File: src/rtl/ehl_ahb_pkg.sv
// Shared encodings and data patterns for the AHB-Lite response-generator slave.
package ehl_ahb_pkg;

  localparam logic [1:0] HTRANS_IDLE   = 2'b00;
  localparam logic [1:0] HTRANS_BUSY   = 2'b01;
  localparam logic [1:0] HTRANS_NONSEQ = 2'b10;
  localparam logic [1:0] HTRANS_SEQ    = 2'b11;

  localparam logic [1:0] HRESP_OKAY  = 2'b00;
  localparam logic [1:0] HRESP_ERROR = 2'b01;

  localparam logic [1:0] RS_IDLE = 2'd0;
  localparam logic [1:0] RS_WAIT = 2'd1;
  localparam logic [1:0] RS_ERR1 = 2'd2;
  localparam logic [1:0] RS_ERR2 = 2'd3;

  localparam logic [31:0] ERR_PATTERN = 32'hDE00EE00;

  // Read-data signature of a completed OKAY transfer: marker, region, transfer sequence number.
  function automatic logic [31:0] okPattern(input logic [3:0] region, input logic [15:0] seq);
    return {8'hDE, 4'h0, region, seq};
  endfunction

endpackage

File: src/rtl/ehl_ahb_resp_slave_if.sv
// AHB-Lite slave-side bus bundle for ehl_ahb_resp_slave.
interface ehl_ahb_resp_slave_if #(
  parameter int DW = 32,
  parameter int AW = 32
);

  logic          hsel;
  logic [AW-1:0] haddr;
  logic [1:0]    htrans;
  logic          hwrite;
  logic          hready_in;
  logic          hready;
  logic [1:0]    hresp;
  logic [DW-1:0] hrdata;

  modport master (
    output hsel, haddr, htrans, hwrite, hready_in,
    input  hready, hresp, hrdata
  );

  modport slave (
    input  hsel, haddr, htrans, hwrite, hready_in,
    output hready, hresp, hrdata
  );

endinterface

File: src/rtl/ehl_ahb_resp_region_dec.sv
// Address-to-region decode: picks the region index and muxes out its wait count and error bit.
module ehl_ahb_resp_region_dec #(
  parameter int AW     = 32,
  parameter int NREG   = 4,
  parameter int RSHIFT = 12,
  parameter int DLY_W  = 8
) (
  input  logic [AW-1:0]         i_haddr,
  input  logic [NREG*DLY_W-1:0] i_resp_delay,
  input  logic [NREG-1:0]       i_resp_err,
  output logic [3:0]            o_region,
  output logic [DLY_W-1:0]      o_delay,
  output logic                  o_err
);

  localparam int RW = (NREG > 1) ? $clog2(NREG) : 1;

  logic [RW-1:0] w_idx;
  logic          w_unused;

  // A single-region build has no index bits, so everything lands in region 0.
  generate
    if (NREG > 1) begin : g_multi
      assign w_idx = i_haddr[RSHIFT +: RW];
    end else begin : g_single
      assign w_idx = '0;
    end
  endgenerate

  assign o_region = 4'(w_idx);
  assign o_delay  = i_resp_delay[w_idx*DLY_W +: DLY_W];
  assign o_err    = i_resp_err[w_idx];
  assign w_unused = ^i_haddr;

endmodule

File: src/rtl/ehl_ahb_resp_slave.sv
// AHB-Lite response-generator slave with per-region wait states and OKAY/ERROR responses.
// Define EHL_AHB_RESP_SLAVE_ERRLOG_EN to build the first-error log and error counter.
module ehl_ahb_resp_slave
  import ehl_ahb_pkg::*;
#(
  parameter int DW     = 32,
  parameter int AW     = 32,
  parameter int NREG   = 4,
  parameter int RSHIFT = 12,
  parameter int DLY_W  = 8
) (
  input  logic                  hclk,
  input  logic                  hreset,
  ehl_ahb_resp_slave_if.slave   bus,
  input  logic [NREG*DLY_W-1:0] resp_delay,
  input  logic [NREG-1:0]       resp_err,
  input  logic                  err_clr,
  output logic                  err_valid,
  output logic [AW-1:0]         err_addr,
  output logic                  err_write,
  output logic [7:0]            err_cnt
);

  logic [1:0]       r_state, w_stateNxt;
  logic [DLY_W-1:0] r_cnt, w_cntNxt;
  logic [15:0]      r_seq;
  logic [3:0]       r_region;
  logic             r_err;
  logic             r_hready, w_hreadyNxt;
  logic [1:0]       r_hresp, w_hrespNxt;
  logic [DW-1:0]    r_hrdata;
  logic [31:0]      w_wordNxt;
  logic             w_accept, w_take, w_err1Entry;
  logic [3:0]       w_region;
  logic [DLY_W-1:0] w_delay;
  logic             w_err;

  assign w_accept = bus.hsel & bus.hready_in & bus.htrans[1];

  ehl_ahb_resp_region_dec #(
    .AW     (AW),
    .NREG   (NREG),
    .RSHIFT (RSHIFT),
    .DLY_W  (DLY_W)
  ) u_dec (
    .i_haddr      (bus.haddr),
    .i_resp_delay (resp_delay),
    .i_resp_err   (resp_err),
    .o_region     (w_region),
    .o_delay      (w_delay),
    .o_err        (w_err)
  );

  // Next-state and next-output logic; ERR2 takes a new transfer exactly like IDLE does.
  always_comb begin
    w_stateNxt  = RS_IDLE;
    w_cntNxt    = r_cnt;
    w_hreadyNxt = 1'b1;
    w_hrespNxt  = HRESP_OKAY;
    w_wordNxt   = '0;
    w_take      = 1'b0;
    w_err1Entry = 1'b0;
    case (r_state)
      RS_WAIT: begin
        if (r_cnt <= DLY_W'(1)) begin
          if (r_err) begin
            w_stateNxt  = RS_ERR1;
            w_hreadyNxt = 1'b0;
            w_hrespNxt  = HRESP_ERROR;
            w_wordNxt   = ERR_PATTERN;
            w_err1Entry = 1'b1;
          end else begin
            w_wordNxt = okPattern(r_region, r_seq);
          end
        end else begin
          w_stateNxt  = RS_WAIT;
          w_cntNxt    = r_cnt - DLY_W'(1);
          w_hreadyNxt = 1'b0;
        end
      end
      RS_ERR1: begin
        w_stateNxt = RS_ERR2;
        w_hrespNxt = HRESP_ERROR;
        w_wordNxt  = ERR_PATTERN;
      end
      default: begin
        if (w_accept) begin
          w_take = 1'b1;
          if (w_delay != '0) begin
            w_stateNxt  = RS_WAIT;
            w_cntNxt    = w_delay;
            w_hreadyNxt = 1'b0;
          end else if (w_err) begin
            w_stateNxt  = RS_ERR1;
            w_hreadyNxt = 1'b0;
            w_hrespNxt  = HRESP_ERROR;
            w_wordNxt   = ERR_PATTERN;
            w_err1Entry = 1'b1;
          end else begin
            w_wordNxt = okPattern(w_region, r_seq + 16'd1);
          end
        end
      end
    endcase
  end

  // Region and error bit are latched on accept so config changes cannot disturb a data phase.
  always_ff @(posedge hclk or posedge hreset) begin
    if (hreset) begin
      r_state  <= RS_IDLE;
      r_cnt    <= '0;
      r_seq    <= '0;
      r_region <= '0;
      r_err    <= 1'b0;
      r_hready <= 1'b1;
      r_hresp  <= HRESP_OKAY;
      r_hrdata <= '0;
    end else begin
      r_state  <= w_stateNxt;
      r_cnt    <= w_cntNxt;
      r_hready <= w_hreadyNxt;
      r_hresp  <= w_hrespNxt;
      r_hrdata <= {(DW/32){w_wordNxt}};
      if (w_take) begin
        r_seq    <= r_seq + 16'd1;
        r_region <= w_region;
        r_err    <= w_err;
      end
    end
  end

  assign bus.hready = r_hready;
  assign bus.hresp  = r_hresp;
  assign bus.hrdata = r_hrdata;

`ifdef EHL_AHB_RESP_SLAVE_ERRLOG_EN
  logic [AW-1:0] r_addr, r_errAddr, w_logAddr;
  logic          r_write, r_errWrite, r_errValid, w_logWrite;
  logic [7:0]    r_errCnt;
  logic          w_unused;

  // A waited error reports the address latched at accept; a zero-wait one reports the live bus.
  assign w_logAddr  = (r_state == RS_WAIT) ? r_addr  : bus.haddr;
  assign w_logWrite = (r_state == RS_WAIT) ? r_write : bus.hwrite;

  always_ff @(posedge hclk or posedge hreset) begin
    if (hreset) begin
      r_addr     <= '0;
      r_write    <= 1'b0;
      r_errAddr  <= '0;
      r_errWrite <= 1'b0;
      r_errValid <= 1'b0;
      r_errCnt   <= '0;
    end else begin
      if (w_take) begin
        r_addr  <= bus.haddr;
        r_write <= bus.hwrite;
      end
      if (w_err1Entry) begin
        if (!r_errValid || err_clr) begin
          r_errAddr  <= w_logAddr;
          r_errWrite <= w_logWrite;
        end
        r_errValid <= 1'b1;
        if (err_clr) begin
          r_errCnt <= 8'd1;
        end else if (r_errCnt != 8'hFF) begin
          r_errCnt <= r_errCnt + 8'd1;
        end
      end else if (err_clr) begin
        r_errValid <= 1'b0;
        r_errCnt   <= '0;
      end
    end
  end

  assign err_valid = r_errValid;
  assign err_addr  = r_errAddr;
  assign err_write = r_errWrite;
  assign err_cnt   = r_errCnt;
  assign w_unused  = bus.htrans[0];
`else
  logic w_unused;

  assign err_valid = 1'b0;
  assign err_addr  = '0;
  assign err_write = 1'b0;
  assign err_cnt   = '0;
  assign w_unused  = ^{err_clr, bus.hwrite, bus.htrans[0], bus.haddr, w_err1Entry};
`endif

endmodule
File: src/flat_wrapper.sv
// flat-port wrapper written by rule: the top's interface ports become plain ports
module ehl_ahb_resp_slave_flat import ehl_ahb_pkg::*;
#(
  parameter int DW     = 32,
  parameter int AW     = 32,
  parameter int NREG   = 4,
  parameter int RSHIFT = 12,
  parameter int DLY_W  = 8
)
  (hclk, hreset, resp_delay, resp_err, err_clr, err_valid, err_addr, err_write, err_cnt, bus_hsel, bus_haddr, bus_htrans, bus_hwrite, bus_hready_in, bus_hready, bus_hresp, bus_hrdata);
  ehl_ahb_resp_slave_if #(.DW(DW), .AW(AW)) bus_i ();
  input  logic hclk;
  input  logic hreset;
  input  logic [NREG*DLY_W-1:0] resp_delay;
  input  logic [NREG-1:0] resp_err;
  input  logic err_clr;
  output logic err_valid;
  output logic [AW-1:0] err_addr;
  output logic err_write;
  output logic [7:0] err_cnt;
  input wire logic [$bits(bus_i.hsel)-1:0] bus_hsel;
  input wire logic [$bits(bus_i.haddr)-1:0] bus_haddr;
  input wire logic [$bits(bus_i.htrans)-1:0] bus_htrans;
  input wire logic [$bits(bus_i.hwrite)-1:0] bus_hwrite;
  input wire logic [$bits(bus_i.hready_in)-1:0] bus_hready_in;
  output wire logic [$bits(bus_i.hready)-1:0] bus_hready;
  output wire logic [$bits(bus_i.hresp)-1:0] bus_hresp;
  output wire logic [$bits(bus_i.hrdata)-1:0] bus_hrdata;
  assign bus_i.hsel = bus_hsel;
  assign bus_i.haddr = bus_haddr;
  assign bus_i.htrans = bus_htrans;
  assign bus_i.hwrite = bus_hwrite;
  assign bus_i.hready_in = bus_hready_in;
  assign bus_hready = bus_i.hready;
  assign bus_hresp = bus_i.hresp;
  assign bus_hrdata = bus_i.hrdata;
  ehl_ahb_resp_slave #(.DW(DW), .AW(AW), .NREG(NREG), .RSHIFT(RSHIFT), .DLY_W(DLY_W)) u_core (.hclk(hclk), .hreset(hreset), .bus(bus_i), .resp_delay(resp_delay), .resp_err(resp_err), .err_clr(err_clr), .err_valid(err_valid), .err_addr(err_addr), .err_write(err_write), .err_cnt(err_cnt));
endmodule
File: config.mk
export PLATFORM = sky130hd
export DESIGN_NAME = ehl_ahb_resp_slave_flat
export DESIGN_NICKNAME = d
export VERILOG_FILES = /design/src/rtl/ehl_ahb_pkg.sv /design/src/rtl/ehl_ahb_resp_slave_if.sv /design/src/rtl/ehl_ahb_resp_region_dec.sv /design/src/rtl/ehl_ahb_resp_slave.sv /design/src/flat_wrapper.sv
export SDC_FILE = /design/constraint.sdc
export NUM_CORES = 1
export LEC_CHECK = 0
export ABC_AREA = 1
export CAP_MARGIN = 20
export CORE_MARGIN = 5
export CORE_UTILIZATION = 46
export CTS_CLUSTER_DIAMETER = 40
export DETAILED_ROUTE_END_ITERATION = 7
export HOLD_SLACK_MARGIN = 0.1
export PLACE_DENSITY = 0.93
export SKIP_CTS_REPAIR_TIMING = 1
export SLEW_MARGIN = 10
export SYNTH_ARGS = -nofsm -noshare
export SYNTH_HDL_FRONTEND = slang
export SYNTH_SLANG_ARGS = --single-unit
File: constraint.sdc
create_clock -name hclk -period 3.4 [get_ports hclk]
set_input_delay 0.34 -clock hclk [delete_from_list [all_inputs] [get_ports hclk]]
set_output_delay 0.34 -clock hclk [all_outputs]
set_load 0.01 [all_outputs]
Word-level counts from Yosys, hierarchy flattened:

Index checks and enable logic that the tools add are counted.

* flip-flop bits (word level): 64
* bits of input ports: 76
* word-level logic and storage cells: 56
* output and inout bits: 77

* $add $sub $neg: 2
* shift operators: 1
* bitwise gates (word level): 3
* magnitude comparators: 2
* reduce and logical (&&, ||, !) cells: 5
* multiplexer cells: 32
* eq/ne operators: 3

Operators with widths (count)
* $mux 32: 3
* $pmux 32 s2: 1
* $mux 18: 2
* $shiftx 32x6->8: 1
* $mux 8: 3
* $add 16x1->16 const B: 1
* $mux 2: 8
* $pmux 8 s2: 1
* $mux 1: 10
* $le 8x1->1 const B: 1
* $pmux 2 s2: 2
* $reduce_bool 8->1: 1
* $sub 8x1->8 const B: 1
* $reduce_and 4->1: 1
* $reduce_bool 2->1: 2
* $lt 2x3->1 const B: 1
* $and 1x1->1: 2
* $bmux 1 s2: 1
* $eq 2x1->1 const B: 1
* $eq 2x2->1 const B: 1
* $ne 2x2->1 const B: 1
* $pmux 1 s2: 1
* $reduce_or 2->1: 1
* $not 1->1: 1

Longest topological paths before layout:

Gate-level depths: netlist of the first run.

* word-level depth: 6
* gate-level depth with buffers: 11

Hierarchy:

A second synthesis of the first run with hierarchy kept.

* cell total of the unflattened synthesis: 550
* area total of the unflattened synthesis: 3797.4 µm²

Modules (own cells, without submodules)
* ehl_ahb_resp_slave: times used 1, area an instance 3271.9 µm², sequential area each 1327.5 µm², cells an instance 440
* ehl_ahb_resp_region_dec: times used 1, area an instance 525.5 µm², sequential area each 0.0 µm², cells an instance 110

Worst setup path before layout of the first run:

No wires, ideal clock.

* path kind: flip-flop to flip-flop
* start: register u_core.r_cnt[0]
* end: register u_core.r_cnt[0]
* setup time: 0.118 ns
* required time: 3.282 ns
* path buffers: 1
* data arrival time: 1.649 ns
* path slack: 1.633 ns
* cell stages (with the launch flop): 11
* period minus slack after synthesis: 1.767 ns
* cell sequence: dfrtp_1 -> inv_1 -> ha_1 -> or2_2 -> nand4_1 -> nor2_2 -> nor2_2 -> buf_4 -> nand3_2 -> nand2_1 -> nand2_1

* longest elaborated chain between the ends: 3
* elaborated cells between the ends (all ways): 6

RTL lines
* start: declaration: line ehl_ahb_resp_slave.sv:25 `logic [DLY_W-1:0] r_cnt, w_cntNxt;`
* start signal: assignment: line ehl_ahb_resp_slave.sv:120 `r_cnt <= w_cntNxt;`
* $sub 8x1->8 / $le 8x1->1 (equally long branches): line ehl_ahb_resp_slave.sv:77, ehl_ahb_resp_slave.sv:65
* $mux 8 / $ne 2x2->1 (equally long branches)
* $pmux 8 s2 / $reduce_and 4->1 (equally long branches)

Parallel ways exist; a longest one is shown, timed or not. The select of a mux whose other input is x is not followed.
A chain may end at the register's enable or synchronous reset.

==> flow_metrics.env, run 1 <==
export IMPL_initial_utilization_pct=47.2
export IMPL_maxCapViolCount=0
export IMPL_fin_area_mm2=0.00405
export IMPL_tightest_slew_ps=520
export IMPL_routed_wl_mm=8.06
export IMPL_avgSynthCellArea_um2=7.49
export IMPL_antenna_found_initial=0
export IMPL_routed_via_density=5.05
export IMPL_r2r_end="u_core.bus.hrdata[12]"
export IMPL_core_mm2=0.00725
export IMPL_post_place_ws_ps=968
export IMPL_final_setup_worst_slack_ps=961
export IMPL_arrival_ps=2690
export IMPL_final_common_cell="nand2_1"
export IMPL_die_y_um=96.3
export IMPL_required_ps=3650
export IMPL_report_power_total_uw=1560
export IMPL_die_w_um=96.3
export IMPL_startpoint="u_core.bus.hresp[0]"
export IMPL_holdCritPathClass="in2async"
export IMPL_pin_count=153
export IMPL_startpoint_type="register"
export IMPL_synthCells=457
export IMPL_p_leak_uw=0.00201
export IMPL_ys_seq_area_share_pct=35.9
export IMPL_vias=3126
export IMPL_ys_ff_latch=49
export IMPL_htreeDepth=2
export IMPL_place_gp_congestion=0.954
export IMPL_path_clk_slew_ps=90
export IMPL_period_share_pct=71.7
export IMPL_rsz0062_at_grt="no"
export IMPL_n_fill_cell=636
export IMPL_drtAntennaViolNets=0
export IMPL_wl_per_cell_um=13.0
export IMPL_min_period_ps=2440
export IMPL_antennaDiodeCount=0
export IMPL_drc=0
export IMPL_die_area_mm2=0.00926
export IMPL_path_class="reg2reg"
export IMPL_dp_hpwl_mm=6.06
export IMPL_status="finished clean"
export IMPL_place_area_mm2=0.00394
export IMPL_fin_util_pct=55.8
export IMPL_slew_headroom_pct=65.3
export IMPL_rrSetupSlack_ps=960
export IMPL_drive_gt1_share_pct=10.6
export IMPL_cts_sinks=49
export IMPL_globalRouteOverflowTotal=0
export IMPL_grt_pass1_vias=2998
export IMPL_slowest_delay_ps=430
export IMPL_cts_path_max_buffers=2
export IMPL_grtUsageTotal_pct=18.8
export IMPL_rows=31
export IMPL_setup_viol=0
export IMPL_fmax_mhz=410
export IMPL_end_kind="register"
export IMPL_io_buffer_count=68
export IMPL_root_buffer="clkbuf_8"
export IMPL_grt_max_degree=50
export IMPL_ff2ff_path_depth=8
export IMPL_tritoncts="yes"
export IMPL_final_max_slew_viol_count=0
export IMPL_cts_buffers_inserted=5
export IMPL_ir_drop_v=0.000179
export IMPL_cp_max_fo=12
export IMPL_finalHoldViolCount=0
export IMPL_syn_area_mm2=0.00342
export IMPL_final_nets=600
export IMPL_dr_pass1_iters=5
export IMPL_yosysWarnings=0
export IMPL_slowest_stage="nor2_2"
export IMPL_tns_ps=0
export IMPL_synthDistinctLibCells=36
export IMPL_p_per_area_mw_per_mm2=385
export IMPL_final_cell_mix="nand2_1, clkdlybuf4s50_1, conb_1, dfrtp_1, nand3_1"
export IMPL_grt_pass1_wl_mm=13.9
export IMPL_clock_latency_ps=320
export IMPL_path_cells="inv_1, ha_1, clkinv_1, nor2_2, nand2_1, nor2_2, nand2_1, o21ai_2"
export IMPL_drt_initial_drc_count=324
export IMPL_rr_startpoint="u_core.bus.hresp[0]"
export IMPL_fin_skew_ps=5.23
export IMPL_syn2layout_area_growth_pct=18.4
## metrics by stage
stage / hold WS (ps) / instances
after floorplan: 442 / 507
after global placement: 454 / 610
after detailed placement: 465 / 610
after CTS: 487 / 618
after global routing: 326 / 619
final: 297 / 619
## synthesized netlist by cell type, drive strengths merged
cell type  count  area share (%)
xor2           3            0.77
a21boi         1            0.22
nor3           3            0.44
nand4         13             2.4
clkinv         2            0.22
or2            2            0.37
buf           64              14
nand3         41             6.7
o22ai          1            0.18
dfstp          1            0.77
o21bai         1            0.22
inv           28             3.1
a21oi          8             1.2
clkbuf         3            0.33
conb           1            0.11
o21ai         42             7.2
dfrtp         48              35
nand3b         2            0.44
a31oi          2            0.37
nor2          35             5.9
o21a           1            0.22
nand2        150              18
ha             5             1.8
## flip-flops by register name, indices dropped and copies added (netlist names)
name	count
u_core.bus.hready	1
u_core.r_err	1
u_core.bus.hrdata	19
u_core.r_state	1
u_core.r_region	2
u_core.bus.hresp	1
u_core.r_cnt	8
u_core.r_seq	16
## worst max path at each step
stage | to | slack [ps] | cells past startpoint
finish | u_core.bus.hrdata[12] | 960 | 8
global route | u_core.bus.hrdata[8] | 670 | 8
CTS | u_core.bus.hrdata[12] | 990 | 8
detailed placement | u_core.bus.hrdata[12] | 970 | 11
global placement | u_core.bus.hrdata[3] | 1030 | 11
floorplan | u_core.r_cnt[0] | 1630 | 10
## cell type report
class | count | area [µm²] | share of cell area (%)
Clock buffer | 5 | 68.8 | 1.70
Clock inverter | 3 | 22.5 | 0.556
Inverter | 30 | 115 | 2.84
Multi-Input combinational cell | 361 | 1770 | 43.7
Sequential cell | 49 | 1230 | 30.3
Tap cell | 99 | 124 | 3.06
Timing Repair Buffer | 72 | 723 | 17.9
## logic make-up (layout without fill, tap and decap cells)
group | after synthesis | in the layout | share of synthesized area (%)
fa+ha+maj | 5 | 5 | 1.83
xor+xnor | 3 | 3 | 0.768
compound gates | 56 | 56 | 9.62
simple gates | 246 | 246 | 33.9
flops | 49 | 49 | 35.9
buf+inv | 97 | 110 | 17.9
other cells | 1 | 51 | 0.110
## report_power, final
group	internal [µW]	total, µW	switching (µW)
Combinational	168	439	271
Sequential	667	764	97.0
Clock	146	357	211
## critical path, delay by kind of cell, from the launching register on
| kind | cells | cell delay [ps] |
|---|---|---|
| simple gates | 4 | 1000 |
| buf+inv | 2 | 460 |
| flops | 1 | 420 |
| fa+ha+maj | 1 | 380 |
| compound gates | 1 | 100 |
## routing by layer
metal	vias to the layer above	global-route usage (%)	wire, µm
met5	-	0	0
met4	0	7.82	202
met3	26	2.50	760
met2	198	31.9	4030
met1	1406	24.0	3070
li1	1496	-	-
Power figures use the tool's default switching activity.
==> run 2: changes to the inputs <==
--- a/config.mk
+++ b/config.mk
@@ -8,11 +8,11 @@
 export ABC_AREA = 1
 export CAP_MARGIN = 20
 export CORE_MARGIN = 5
-export CORE_UTILIZATION = 46
+export CORE_UTILIZATION = 43
 export CTS_CLUSTER_DIAMETER = 40
 export DETAILED_ROUTE_END_ITERATION = 7
 export HOLD_SLACK_MARGIN = 0.1
-export PLACE_DENSITY = 0.93
+export PLACE_DENSITY = 0.88
 export SKIP_CTS_REPAIR_TIMING = 1
 export SLEW_MARGIN = 10
 export SYNTH_ARGS = -nofsm -noshare
==> constraint.sdc (replaced) <==
create_clock -name hclk -period 2.3 [get_ports hclk]
set_input_delay 0.23 -clock hclk [delete_from_list [all_inputs] [get_ports hclk]]
set_output_delay 0.23 -clock hclk [all_outputs]
set_load 0.01 [all_outputs]
==> run 2 against run 1 <==
Net effect:
- non-clock buffer count up 5
- cell count up 1.3%
- global-route usage down 2.8 points
- core utilization down 2.8 points
- clock skew down 0.96 ps
- sequential share of layout area down 0.34 points
- clock power up 49%
==> flow_metrics.env, run 2 (synthesis gave the netlist of run 1 again) <==
export IMPL_setup_viol=0
export IMPL_finalHoldViolCount=0
export IMPL_rr_startpoint="u_core.r_cnt[0]"
export IMPL_slowest_stage="dfrtp_1"
export IMPL_die_w_um=99.2
export IMPL_report_power_total_uw=2290
export IMPL_antenna_found_initial=0
export IMPL_slowest_delay_ps=410
export IMPL_cp_max_fo=12
export IMPL_die_area_mm2=0.00984
export IMPL_startpoint_type="register"
export IMPL_path_cells="inv_1, ha_1, or2_2, nand4_1, nor2_2, nand2_1, nor2_2, buf_4, nand2_1, o21ai_2"
export IMPL_cts_buffers_inserted=5
export IMPL_drive_gt1_share_pct=11.4
export IMPL_holdCritPathClass="in2async"
export IMPL_startpoint="u_core.r_cnt[0]"
export IMPL_io_buffer_count=68
export IMPL_ir_drop_v=0.000278
export IMPL_root_buffer="clkbuf_8"
export IMPL_routed_via_density=4.87
export IMPL_arrival_ps=2240
export IMPL_rsz0062_at_grt="no"
export IMPL_grt_pass1_wl_mm=13.3
export IMPL_min_period_ps=2020
export IMPL_r2r_end="u_core.bus.hrdata[17]"
export IMPL_final_cell_mix="nand2_1, clkdlybuf4s50_1, conb_1, dfrtp_1, nand3_1"
export IMPL_drc=0
export IMPL_core_mm2=0.00773
export IMPL_crit_family="simple AND/OR/NAND/NOR gates"
export IMPL_syn2layout_area_growth_pct=19.7
export IMPL_grt_pass1_vias=3109
export IMPL_dp_hpwl_mm=6.11
export IMPL_fin_area_mm2=0.00410
export IMPL_htreeDepth=2
export IMPL_tightest_slew_ps=548
export IMPL_cts_path_max_buffers=2
export IMPL_cts_sinks=49
export IMPL_path_class="reg2reg"
export IMPL_maxCapViolCount=0
export IMPL_rrSetupSlack_ps=280
export IMPL_p_per_area_mw_per_mm2=559
export IMPL_crit_buf_inv=2
export IMPL_final_max_slew_viol_count=0
export IMPL_globalRouteOverflowTotal=0
export IMPL_period_share_pct=87.7
export IMPL_largest_register_ffs=19
export IMPL_rows=32
export IMPL_required_ps=2520
export IMPL_n_fill_cell=717
export IMPL_post_place_ws_ps=213
export IMPL_die_y_um=99.2
export IMPL_cp_depth=10
export IMPL_pin_count=153
export IMPL_grt_max_degree=27
export IMPL_grtUsageTotal_pct=16.0
export IMPL_dr_pass1_iters=4
export IMPL_final_setup_worst_slack_ps=284
export IMPL_vias=3052
export IMPL_path_clk_slew_ps=90
export IMPL_initial_utilization_pct=44.3
export IMPL_place_area_mm2=0.00400
export IMPL_drtAntennaViolNets=0
export IMPL_drt_initial_drc_count=165
export IMPL_antennaDiodeCount=0
export IMPL_crit_end="u_core.bus.hrdata[17]"
export IMPL_status="finished clean"
export IMPL_fmax_mhz=496
export IMPL_final_nets=605
export IMPL_slew_headroom_pct=63.4
export IMPL_tritoncts="yes"
export IMPL_ff2ff_path_depth=10
export IMPL_p_leak_uw=0.00204
export IMPL_clock_latency_ps=300
export IMPL_tns_ps=0
export IMPL_routed_wl_mm=7.78
export IMPL_wl_per_cell_um=12.4
export IMPL_fin_skew_ps=4.27
export IMPL_place_gp_congestion=0.956
export IMPL_end_kind="register"
export IMPL_final_common_cell="nand2_1"
[run 2: changes by cell type in the layout (fill, tap and decap cells not counted), sizes merged]
cell    before  now
clkinv       5    4
clkbuf       5    6
buf          4    9
[run 2: worst register-to-register path: cells and delay by family, from the launching register on]
kind / cells / cell delay, ps
fa+ha+maj: 1 / 270
flops: 1 / 410
simple gates: 6 / 850
compound gates: 1 / 80
buf+inv: 2 / 330
[run 2: worst min-delay path by stage]
stage                  startpoint               endpoint  slack, ps  depth (start not counted)
2_1_floorplan  u_core.r_region[0]     u_core.r_region[0]        440                          2
3_3_place_gp   u_core.r_region[0]     u_core.r_region[0]        450                          2
3_5_place_dp   u_core.r_region[0]     u_core.r_region[0]        470                          2
4_1_cts                    hreset  u_core.bus.hrdata[12]        310                          2
5_1_grt                    hreset  u_core.bus.hrdata[12]        370                          2
6_report                   hreset  u_core.bus.hrdata[12]        290                          2
[run 2: metal layers]
layer  wire [µm]  global-route usage [%]  part of all wire (%)
met1        2940                    18.3                    38
met2        4090                    29.9                    53
met3         689                    3.23                   8.9
met4          63                    4.41                  0.81
met5           0                       0                     0
[run 2: power breakdown]
part	switching, µW	internal [µW]
logic	382	250
clock network	289	244
registers	139	986
[run 2: layout make-up]
class,count,area [µm²],share of cell area [%]
Inverter,30,115,2.81
Multi-Input combinational cell,361,1770,43.2
Tap cell,102,128,3.12
Timing Repair Buffer,77,761,18.6
Sequential cell,49,1230,30.0
Clock buffer,6,82.6,2.02
Clock inverter,2,13.8,0.336
[run 2: per-stage QoR]
stage,std cells,utilization [%],hold WS (ps)
finish,627,53.0,294
global route,627,53.0,367
CTS,627,53.0,310
detailed placement,619,51.8,466
global placement,619,51.8,454
floorplan,507,-,442
==> run 3: changes to the inputs <==
--- a/config.mk
+++ b/config.mk
@@ -8,11 +8,12 @@
 export ABC_AREA = 1
 export CAP_MARGIN = 20
 export CORE_MARGIN = 5
-export CORE_UTILIZATION = 43
+export CORE_UTILIZATION = 44
+export CTS_BUF_LIST = sky130_fd_sc_hd__clkbuf_2 sky130_fd_sc_hd__clkbuf_4 sky130_fd_sc_hd__clkbuf_8
 export CTS_CLUSTER_DIAMETER = 40
 export DETAILED_ROUTE_END_ITERATION = 7
 export HOLD_SLACK_MARGIN = 0.1
-export PLACE_DENSITY = 0.88
+export PLACE_DENSITY = 0.9
 export SKIP_CTS_REPAIR_TIMING = 1
 export SLEW_MARGIN = 10
 export SYNTH_ARGS = -nofsm -noshare
==> run 3 against run 2 <==
Net effect:
- total power grew 4.8%
- sequential power about the same
- wire length down 1.9%
- first-iteration DRC count is 13% lower
- flip-flop and latch count is the same
- via count is 1.3% higher
- cell count grew 0.16%
- design area up 0.46%
- clock power grew 19%
- critical path depth unchanged
- critical endpoint is now u_core.r_cnt[1]
- largest cell class unchanged
==> flow_metrics.env, run 3 (synthesis gave the netlist of run 1 again) <==
export IMPL_holdCritPathClass="in2async"
export IMPL_root_buffer="clkbuf_8"
export IMPL_crit_path_frequent_cell="nand2_1"
export IMPL_grt_pass1_wl_mm=12.5
export IMPL_required_ps=2490
export IMPL_path_cells="clkdlybuf4s50_1, clkinv_1, nand3_1, nand2_1, nand2_1, nor2_8, nand3_4, nand3_2, nand2_1, nand2_1"
export IMPL_die_area_mm2=0.00964
export IMPL_initial_utilization_pct=44.7
export IMPL_min_period_ps=1960
export IMPL_fmax_mhz=510
export IMPL_tns_ps=0
export IMPL_placed_cells=620
export IMPL_antenna_found_initial=0
export IMPL_syn2layout_area_growth_pct=20.3
export IMPL_drive_gt1_share_pct=11.6
export IMPL_cp_max_fo=9
export IMPL_final_nets=606
export IMPL_register_area_mm2=0.00123
export IMPL_cts_buffers_inserted=5
export IMPL_drc=0
export IMPL_finalHoldViolCount=0
export IMPL_die_y_um=98.2
export IMPL_crit_family="simple AND/OR/NAND/NOR gates"
export IMPL_p_leak_uw=0.00205
export IMPL_slowest_delay_ps=620
export IMPL_final_max_slew_viol_count=0
export IMPL_startpoint_type="input port"
export IMPL_final_cell_mix="nand2_1, clkdlybuf4s50_1, conb_1, dfrtp_1, nand3_1"
export IMPL_clock_latency_ps=300
export IMPL_place_gp_congestion=1.03
export IMPL_end_kind="register"
export IMPL_slowest_stage="clkdlybuf4s50_1"
export IMPL_path_class="in2reg"
export IMPL_stdcell_count=628
export IMPL_grtUsageTotal_pct=15.3
export IMPL_core_mm2=0.00765
export IMPL_rows=32
export IMPL_crit_buf_inv=2
export IMPL_cts_path_max_buffers=2
export IMPL_setup_viol=0
export IMPL_dp_hpwl_mm=5.92
export IMPL_startpoint="bus_haddr[13]"
export IMPL_tritoncts="yes"
export IMPL_grt_pass1_vias=2896
export IMPL_maxCapViolCount=0
export IMPL_globalRouteOverflowTotal=0
export IMPL_antennaDiodeCount=0
export IMPL_grt_max_degree=27
export IMPL_drt_initial_drc_count=143
export IMPL_arrival_ps=2150
export IMPL_n_fill_cell=686
export IMPL_io_buffer_count=68
export IMPL_cts_sinks=49
export IMPL_drtAntennaViolNets=0
export IMPL_slew_headroom_pct=64.3
export IMPL_period_share_pct=85.3
export IMPL_rsz0062_at_grt="no"
export IMPL_dr_pass1_iters=5
export IMPL_p_per_area_mw_per_mm2=583
export IMPL_pin_count=153
export IMPL_die_w_um=98.2
export IMPL_routed_via_density=4.92
export IMPL_multi_input_area_mm2=0.00177
export IMPL_rr_startpoint="u_core.r_cnt[0]"
export IMPL_tightest_slew_ps=534
export IMPL_fin_skew_ps=16.1
export IMPL_wl_per_cell_um=12.2
export IMPL_htreeDepth=2
export IMPL_status="finished clean"
export IMPL_routed_wl_mm=7.64
export IMPL_vias=3091
export IMPL_ir_drop_v=0.000285
export IMPL_path_clk_slew_ps=90
export IMPL_largest_register_ffs=19
export IMPL_final_common_cell="nand2_1"
export IMPL_fin_util_pct=53.8
## run 3: changes by cell type in the layout (fill, tap and decap cells not counted), sizes merged
cell	change
clkbuf	+1
clkinv	-2
buf	+1
bufinv	+1
## run 3: worst paths after layout
path / endpoint / slack (ps) / depth (start not counted)
worst min-delay path: u_core.bus.hrdata[30] / 290 / 2
min in group hclk: u_core.bus.hrdata[16] / 480 / 2
worst min register to register: u_core.bus.hrdata[16] / 480 / 2
worst max-delay path: u_core.r_cnt[1] / 340 / 10
worst max register to register: u_core.bus.hrdata[6] / 350 / 10
max in group asynchronous: u_core.r_seq[2] / 1410 / 3
## run 3: metal layers
layer / vias to the layer above / track usage (%) / routed length [µm]
met1: 1428 / 17.4 / 2920
li1: 1499 / - / -
met2: 147 / 28.3 / 3940
met3: 17 / 3.14 / 635
met5: - / 0 / 0
met4: 0 / 5.36 / 143
## run 3: per-stage QoR
| stage | setup slack, ps | hold slack [ps] | area [µm²] | total power [µW] |
|---|---|---|---|---|
| 2_1_floorplan | 533 | 442 | 3610 | 1630 |
| 3_3_place_gp | 86.1 | 454 | 4000 | 1730 |
| 3_5_place_dp | -1.33 | 465 | 4000 | 1770 |
| 4_1_cts | 330 | 309 | 4120 | 2400 |
| 5_1_grt | 154 | 344 | 4120 | 2550 |
| 6_report | 339 | 292 | 4120 | 2400 |
## run 3: power breakdown
group | internal (µW) | total, µW | switching (µW)
sequential | 986 | 1130 | 142
combinational | 252 | 639 | 387
clock | 366 | 634 | 268
total | 1600 | 2400 | 797
## run 3: worst reg2reg max path: stages (launching register included)
cell	delay (ps)
dfrtp_1	410
inv_1	130
ha_1	260
or2_2	140
nand4_1	120
nor2_2	220
nand2_1	160
nor2_2	100
buf_4	190
nand2_1	80
o21ai_2	60
## run 3: final cells by class
type / count / share of cell area (%)
Clock buffer: 7 / 2.19
Clock inverter: 1 / 0.730
Sequential cell: 49 / 29.8
Tap cell: 102 / 3.10
Multi-Input combinational cell: 361 / 43.0
Timing Repair Buffer: 78 / 18.4
Inverter: 30 / 2.80
